`src/rtl/fifo_pkg.sv`:
```
// Shared constants and helpers for the parametrised single-clock FIFO family.
package fifo_pkg;

    localparam int unsigned FIFO_DATA_WIDTH = 8;
    localparam int unsigned FIFO_ADDR_WIDTH = 9;

    // Read-mode selectors for the FWFT parameter.
    localparam int unsigned FIFO_STD  = 0;
    localparam int unsigned FIFO_FWFT = 1;

    // Occupancy needs one extra bit so that DEPTH itself is representable.
    function automatic int unsigned count_width(input int unsigned addr_width);
        return addr_width + 1;
    endfunction

endpackage

```
`src/rtl/sync_dp_ram.sv`:
```
// Simple dual-port RAM: one write port, one registered read port, same clock.
// Read-during-write to the same address returns the old word.
module sync_dp_ram #(
    parameter int unsigned DATA_WIDTH = 8,
    parameter int unsigned ADDR_WIDTH = 9
) (
    input  logic                  clk,
    input  logic                  reset,
    input  logic                  w_en,
    input  logic [ADDR_WIDTH-1:0] w_addr,
    input  logic [DATA_WIDTH-1:0] w_data,
    input  logic                  r_en,
    input  logic [ADDR_WIDTH-1:0] r_addr,
    output logic [DATA_WIDTH-1:0] r_data
);

    localparam int unsigned DEPTH = 1 << ADDR_WIDTH;

    logic [DATA_WIDTH-1:0] mem [DEPTH];

    // Storage is never reset; only the read register has a defined reset value.
    always_ff @(posedge clk) begin
        if (w_en) begin
            mem[w_addr] <= w_data;
        end
    end

    always_ff @(posedge clk or posedge reset) begin
        if (reset) begin
            r_data <= '0;
        end else if (r_en) begin
            r_data <= mem[r_addr];
        end
    end

endmodule

```
`src/rtl/sync_fifo_param.sv`:
```
// Parametrised single-clock FIFO with occupancy count, almost flags, sticky
// error flags and an optional first-word-fall-through read mode.
module sync_fifo_param
    import fifo_pkg::*;
#(
    parameter int unsigned DATA_WIDTH    = FIFO_DATA_WIDTH,
    parameter int unsigned ADDR_WIDTH    = FIFO_ADDR_WIDTH,
    parameter int unsigned AFULL_THRESH  = (1 << ADDR_WIDTH) - 4,
    parameter int unsigned AEMPTY_THRESH = 4,
    parameter int unsigned FWFT          = FIFO_STD
) (
    input  logic                                clk,
    input  logic                                reset,
    input  logic                                w_enable,
    input  logic [DATA_WIDTH-1:0]               w_data,
    input  logic                                r_enable,
    output logic [DATA_WIDTH-1:0]               r_data,
    output logic                                r_valid,
    output logic                                full,
    output logic                                empty,
    output logic                                almost_full,
    output logic                                almost_empty,
    output logic [count_width(ADDR_WIDTH)-1:0]  fcounter,
    output logic                                overflow,
    output logic                                underflow,
    input  logic                                clr_err
);

    localparam int unsigned DEPTH   = 1 << ADDR_WIDTH;
    localparam int unsigned CW      = count_width(ADDR_WIDTH);
    localparam bit          IS_FWFT = (FWFT == FIFO_FWFT);

    if (AFULL_THRESH < 1 || AFULL_THRESH > DEPTH) begin : g_bad_afull
        $error("sync_fifo_param: AFULL_THRESH must lie in 1..DEPTH");
    end
    if (AEMPTY_THRESH > DEPTH - 1) begin : g_bad_aempty
        $error("sync_fifo_param: AEMPTY_THRESH must lie in 0..DEPTH-1");
    end
    if (FWFT > FIFO_FWFT) begin : g_bad_mode
        $error("sync_fifo_param: FWFT must be 0 or 1");
    end

    logic [ADDR_WIDTH-1:0] w_addr;
    logic [ADDR_WIDTH-1:0] r_addr;
    logic [CW-1:0]         count;
    logic [CW-1:0]         count_next;
    logic [CW-1:0]         unfetched;
    logic                  out_valid;
    logic                  out_valid_next;
    logic                  w_allow;
    logic                  r_allow;
    logic                  fetch;
    logic                  ram_re;
    logic                  overflow_next;
    logic                  underflow_next;

    // Status flags decode the registered count only; FWFT empty follows the head register.
    always_comb begin
        full         = (count == CW'(DEPTH));
        almost_full  = (count >= CW'(AFULL_THRESH));
        almost_empty = (count <= CW'(AEMPTY_THRESH));
        empty        = IS_FWFT ? ~out_valid : (count == '0);
    end

    // Accept decisions, RAM read scheduling and output-valid next state.
    // In FWFT mode out_valid marks a word sitting in the RAM read register;
    // the next word is fetched whenever one is stored and the head is free or leaving.
    always_comb begin
        w_allow        = w_enable & ~full;
        r_allow        = r_enable & ~empty;
        unfetched      = count - CW'(out_valid);
        fetch          = (unfetched != '0) & (~out_valid | r_allow);
        ram_re         = r_allow;
        out_valid_next = r_allow;
        if (IS_FWFT) begin
            ram_re         = fetch;
            out_valid_next = fetch | (out_valid & ~r_allow);
        end
    end

    // Occupancy and sticky error flags; a new error beats a same-cycle clear.
    always_comb begin
        count_next = count;
        case ({w_allow, r_allow})
            2'b10:   count_next = count + CW'(1);
            2'b01:   count_next = count - CW'(1);
            default: count_next = count;
        endcase
        overflow_next  = (overflow  & ~clr_err) | (w_enable & full);
        underflow_next = (underflow & ~clr_err) | (r_enable & empty);
    end

    always_ff @(posedge clk or posedge reset) begin
        if (reset) begin
            w_addr    <= '0;
            r_addr    <= '0;
            count     <= '0;
            out_valid <= 1'b0;
            overflow  <= 1'b0;
            underflow <= 1'b0;
        end else begin
            if (w_allow) begin
                w_addr <= w_addr + ADDR_WIDTH'(1);
            end
            if (ram_re) begin
                r_addr <= r_addr + ADDR_WIDTH'(1);
            end
            count     <= count_next;
            out_valid <= out_valid_next;
            overflow  <= overflow_next;
            underflow <= underflow_next;
        end
    end

    assign fcounter = count;
    assign r_valid  = out_valid;

    sync_dp_ram #(
        .DATA_WIDTH (DATA_WIDTH),
        .ADDR_WIDTH (ADDR_WIDTH)
    ) u_ram (
        .clk    (clk),
        .reset  (reset),
        .w_en   (w_allow),
        .w_addr (w_addr),
        .w_data (w_data),
        .r_en   (ram_re),
        .r_addr (r_addr),
        .r_data (r_data)
    );

endmodule
```
`config.mk`:
```
export PLATFORM = sky130hd
export DESIGN_NAME = sync_fifo_param
export DESIGN_NICKNAME = d
export VERILOG_FILES = /design/src/rtl/fifo_pkg.sv /design/src/rtl/sync_dp_ram.sv /design/src/rtl/sync_fifo_param.sv
export SDC_FILE = /design/constraint.sdc
export NUM_CORES = 2
export LEC_CHECK = 0
export BUFFER_PORTS_ARGS = -buffer_cell sky130_fd_sc_hd__buf_2
export CORE_AREA = 2 2 637 639
export CTS_CLUSTER_SIZE = 8
export DETAILED_ROUTE_END_ITERATION = 16
export DIE_AREA = 0 0 639 641
export PLACE_DENSITY = 0.56
export SLEW_MARGIN = 0
export SYNTH_ARGS = -nofsm -noshare
export SYNTH_HDL_FRONTEND = slang
export SYNTH_HIERARCHICAL = 1
export SYNTH_SLANG_ARGS = --single-unit
export TNS_END_PERCENT = 50
```
`constraint.sdc`:
```
create_clock -name clk -period 6.3 [get_ports clk]
set_clock_uncertainty 0.15 [all_clocks]
set_input_delay 0.63 -clock clk [delete_from_list [all_inputs] [get_ports clk]]
set_output_delay 0.63 -clock clk [all_outputs]
set_load 0.03 [all_outputs]
```
# Word-level counts from Yosys, hierarchy flattened
# Memory sizes are Yosys's and may differ from the RTL's. A register that Yosys moved wholly into a read port is not among the register bits.
# Cells that the tools add are included.
# word_totals
ff_bits	31
latch_bits	0
mem_bits_rw	4096
rom_bits	0
in_bits	13
output_inout_bits	25
elab_cells	32
n_memories	1
# classes
add_sub_neg	4
n_mul	0
div_mod_pow	0
magnitude_cmp	2
n_eq_ne	3
shifts	0
mux	3
n_bitwise	11
reduce_logical	2
# memory_table
name	depth	width	rd	rd_ports_with_merged_regs	write_ports	line_no	source
u_ram.mem	512	8	1	1	1	sync_dp_ram.sv:19	logic [DATA_WIDTH-1:0] mem [DEPTH];
# ops
cell	n
10-bit one-hot mux with 2 select lines	1
9-bit by 1-bit adder with 9-bit output (second input constant)	2
10-bit by 1-bit adder with 10-bit output (second input constant)	1
10-bit equality test (second input constant)	1
10-bit by 9-bit greater-or-equal comparator with 1-bit output (second input constant)	1
10-bit by 3-bit <= comparator with 1-bit output (second input constant)	1
10-bit zero test	1
10-bit by 1-bit subtractor with 10-bit output (second input constant)	1
1-bit AND	6
1-bit NOT	3
2-bit by 1-bit equality test with 1-bit output (second input constant)	1
2-bit equality test (second input constant)	1
1-bit two-way mux	2
1-bit OR	2
2-bit nonzero test	1

# Logic depth before layout (Yosys ltp)
# logic_depth
depth_word	5
mapped_depth	14
ltp_nobuf	12

# Modules after synthesis
# Netlist, hierarchy kept.
# modules_own_cells
module	n_inst	cells_each	area_per_inst_um2	seq_area_each_um2
sync_dp_ram	1	7420	158957.5	123198.2
sync_fifo_param	1	152	1666.6	775.7

# Worst setup path after synthesis
# No wires, ideal clock.
# synth_path
kind	register to register
start	register count[5], in the netlist fcounter[5]
end	register count[9], in the netlist fcounter[9]
setup_ps	137
arrival_time_ps	3124
t_required_ps	6013
slack_ps	2889
stages_incl_launch_ff	13
n_path_buf	1
synth_period_minus_slack_ps	3411
path_cell_list	dfrtp_1 > nor4_4 > nand4_1 > and2_1 > buf_4 > inv_1 > ha_1 > ha_1 > and2_4 > a221o_1 > a221oi_2 > mux2i_1 > xnor2_1
# synth_via
elab_chain_len	5
word_cells_on_any_way	12
classes_between	add/sub: 2; eq/ne: 3; mux: 1; bitwise: 4; reduce/logical: 2
# synth_lines
element	line_no	source
start: declaration	sync_fifo_param.sv:45	logic [CW-1:0] count;
start signal: assignment	sync_fifo_param.sv:108	count <= count_next;
10-bit equality test *	sync_fifo_param.sv:59	full = (count == CW'(DEPTH));
1-bit NOT *	sync_fifo_param.sv:69	w_allow = w_enable & ~full;
1-bit AND *	sync_fifo_param.sv:69	
via w_allow	sync_fifo_param.sv:50	logic w_allow;
2-bit by 1-bit equality test with 1-bit output / 2-bit equality test (equally long branches)	sync_fifo_param.sv:84	case ({w_allow, r_allow})
10-bit one-hot mux with 2 select lines / 2-bit nonzero test (equally long branches)	-	
# Mark *: on every way through the listed nets, which the timed path passes. The rest lies on a longest branch.
# A chain may end at the register's enable or synchronous reset.

==> flow_summary.toml <==
[run_status]
status = "complete, but fails checks"
violations = "max-capacitance violations"

[yosys]
syn_area_sq_um = 161000
yosysTopAreaCellShare_pct = 76.6
synth-simple-area-share_pct = 2.88
synth.avg_cell_area_sq_um = 21.2
muxShareOfSynthArea_pct = 15.6
syn-instance-count = 7572
synthArstFlopShare_pct = 0.943
synth_edf_count = 4096
synthTopCellsByArea = "edfxtp_1 77%, mux4_2 14%, mux2i_1 1.6%"
synth_ff_type = "edfxtp_1"
yosys.area_share.xor_xnor_pct = 0.131
syn_nets = 7597
synth_top_area_cell = "edfxtp_1"
seq_area_frac_synth_pct = 77.2
ys_seq_elements = 4135
synth_top_family_by_area = "multiplexers"
ys_warn_count = 6
synth_compound_area_share_pct = 2.59
yosys.area_share.adder_pct = 0.0981
synth_cell_types = 83

[final_layout]
finish.utilization_pct = 45.9
layout_common_cells = "4096 x edfxtp_1, 976 x mux4_2, 595 x clkbuf_16"
drive_above_1_share_pct = 24.7
ff_latch_area_sq_um = 124000
fill_cells = 33000
multi_input_area_sq_um = 34500
final_area_sq_um = 184000
final_common_cell = "edfxtp_1"
stdcell_count = 13500
final_net_count = 8039
syn_to_final_growth_pct = 14.8

[clocking]
cts_buffers = 587
clockBufferDepth = 4
clkTransAtPathRegs_ps = 50
clock_latency_ps = 1050
clock_sinks = 4135
cts-htree-levels = 6
post-cts-setup-buffers = 0
root_buffer = "clkbuf_16"
cts_tree = "built"

[global_routing]
grt_pass1_wl_um = 672000
gr-total-overflow = 0
grt_pass1_vias = 82300
track_usage_pct = 23.5
grt_start_max_net_pins = 181
antenna_found_initial = 37

[pwr]
clkPwrFrac_pct = 34.2
p_leak_nw = 57.3
p_seq_share_pct = 37.6
peakVddDrop_mv = 0.368
switching_share_pct = 32.3
p_switching_w = 0.0268
power.density_nw_per_um2 = 450
combPwrFrac_pct = 28.2
p_int_w = 0.0562

[job]
maxCapViolCount = 1

[die]
fp.dieH_um = 641
start_util_pct = 40.0
num_rows = 233
fp.dieW_um = 639
core_sq_um = 402000
ios = 38
die_area_sq_um = 410000

[timing]
finalCritPeriodShare_pct = 83.9
layout_min_cycle_time_ps = 5280
slew_violations = 0
hold_viol_final = 0
whs_ps = 64.1
setup_violations = 0
slew_headroom_pct = 1.72
max_freq_ghz = 0.189
rsz0062_at_grt = "no"
tns_ps = 0
worstMarginPinSlew_ps = 1470

[worst_setup_path]
path_depth = 9
reg2reg_depth = 9
critPathKind = "flop to flop"
crit_path_top_delay_cell = "a2111oi_0"
required_ps = 7060
cpLargestDelayFamily = "compound AO/OA/AOI/OAI gates"
cp_max_fo = 43
path_buf_inv = 3
endpoint_kind = "flop"
slowest_delay_ps = 1080
cp_cell_sequence = "buf_12 > buf_12 > buf_4 > mux4_2 > a211oi_1 > a2111oi_0 > a2111oi_0 > o211ai_1 > a32o_1"
worstPathArrival_ps = 6040
worstSetupStartpointType = "flop"

[routing]
drc = 0
drtAntennaViolNets = 0
drt-wirelength-per-cell_um = 36.2
routed-via-count = 83500
topRoutingLayerUsed = "met5"
drt-total-wl_um = 487000
wl_met3_um = 47400
wl_met2_um = 229000
drt-initial-drc-count = 12300
firstDrtPassIters = 6
vias_per_cell = 6.20
wl_met1_um = 192000

[placement]
placedCellCount = 12700
dp_hpwl_um = 297000
globalplace.congestion = 0.897
place_area_sq_um = 168000
io_buffers = 37

[worst_hold_path]
whs_path_depth = 1
worstHoldPathType = "input pin to flop"
-- power by group through the flow --
stage | registers, W | logic, W | clock network (W)
global placement | 0.0317 | 0.0233 | 0
detailed placement | 0.0317 | 0.0233 | 0
global route | 0.0312 | 0.0240 | 0.0299
floorplan | 0.0313 | 0.0137 | 0
CTS | 0.0312 | 0.0234 | 0.0288
finish | 0.0312 | 0.0234 | 0.0284
-- worst reg2reg max path: stages, from the launching register on --
cell       delay, ps
dfrtp_4         1000
buf_12           370
buf_12           280
buf_4            530
mux4_2           410
a211oi_1         340
a2111oi_0        160
a2111oi_0       1080
o211ai_1         460
a32o_1           370
-- worst paths after layout --
kind                                               endpoint  slack [ps]                  start
worst min register to register        r_addr[8]$_DFFE_PP0P_         380  r_addr[8]$_DFFE_PP0P_
worst max-delay path            u_ram/r_data[7]$_DFFE_PP0P_        1020  r_addr[1]$_DFFE_PP0P_
worst min-delay path             u_ram/mem[46][5]$_DFFE_PP_          60              w_data[5]
min in group asynchronous       u_ram/r_data[1]$_DFFE_PP0P_         160                  reset
worst max register to register  u_ram/r_data[7]$_DFFE_PP0P_        1020  r_addr[1]$_DFFE_PP0P_
max in group asynchronous             r_addr[1]$_DFFE_PP0P_        5280                  reset
-- area by class of cell --
| class | count | share of cell area, % |
|---|---|---|
| Sequential cell | 4135 | 67.3 |
| Multi-Input combinational cell | 2966 | 18.7 |
| Clock buffer | 679 | 8.25 |
| Tap cell | 5287 | 3.59 |
| Timing Repair Buffer | 310 | 1.59 |
| Clock inverter | 51 | 0.550 |
| Inverter | 14 | 0.0326 |
| Antenna cell | 15 | 0.0204 |
-- through the flow --
step	total power, W	setup slack (ps)
after global placement	0.0550	871
after CTS	0.0834	1230
after global routing	0.0851	1220
after floorplan	0.0450	2890
after detailed placement	0.0550	1290
final	0.0830	1020
-- synthesized netlist by cell type, drive strengths merged, types with 13 or more instances --
library cell and instances:
edfxtp 4096, mux4 983, nor2 590, mux2i 257, buf 256, nand2 205, clkbuf 201, o22ai 113
a22oi 92, a21oi 84, nand3 61, o21ai 57, nor3 44, o221ai 43, nor2b 40, dfrtp 39
a211oi 36, a31oi 29, mux2 28, a221oi 26, and2 20, xnor2 19, nand4 18, nand2b 17
nor4 17, inv 14, a311oi 13, or3 13
-- state kept, by name, summed over array words and instances (netlist names) --
| name | cells |
|---|---|
| u_ram/mem | 4096 |
| fcounter | 10 |
| r_addr | 9 |
| w_addr | 9 |
| u_ram/r_data | 8 |
| overflow | 1 |
| r_valid | 1 |
| underflow | 1 |
-- timing repair --
action,4_1_cts,5_1_grt
gates resized for setup,0,0
hold buffers,12,0
endpoints found under the hold margin,299,0
-- cells by family (layout without fill, tap and decap cells) --
family	after synthesis	count (layout)
flops	4135	4135
simple gates	1067	1067
fa+ha+maj	12	12
other cells	0	15
compound gates	595	595
buf+inv	471	1054
xor+xnor	24	24
mux	1268	1268
-- routing by layer --
layer  global-route usage (%)  vias up
met3                     4.35      832
met5                        0        -
met2                     36.9     4877
met1                     32.9    45300
li1                         -    32400
met4                     8.23        6
Power figures use the tool's default switching activity.
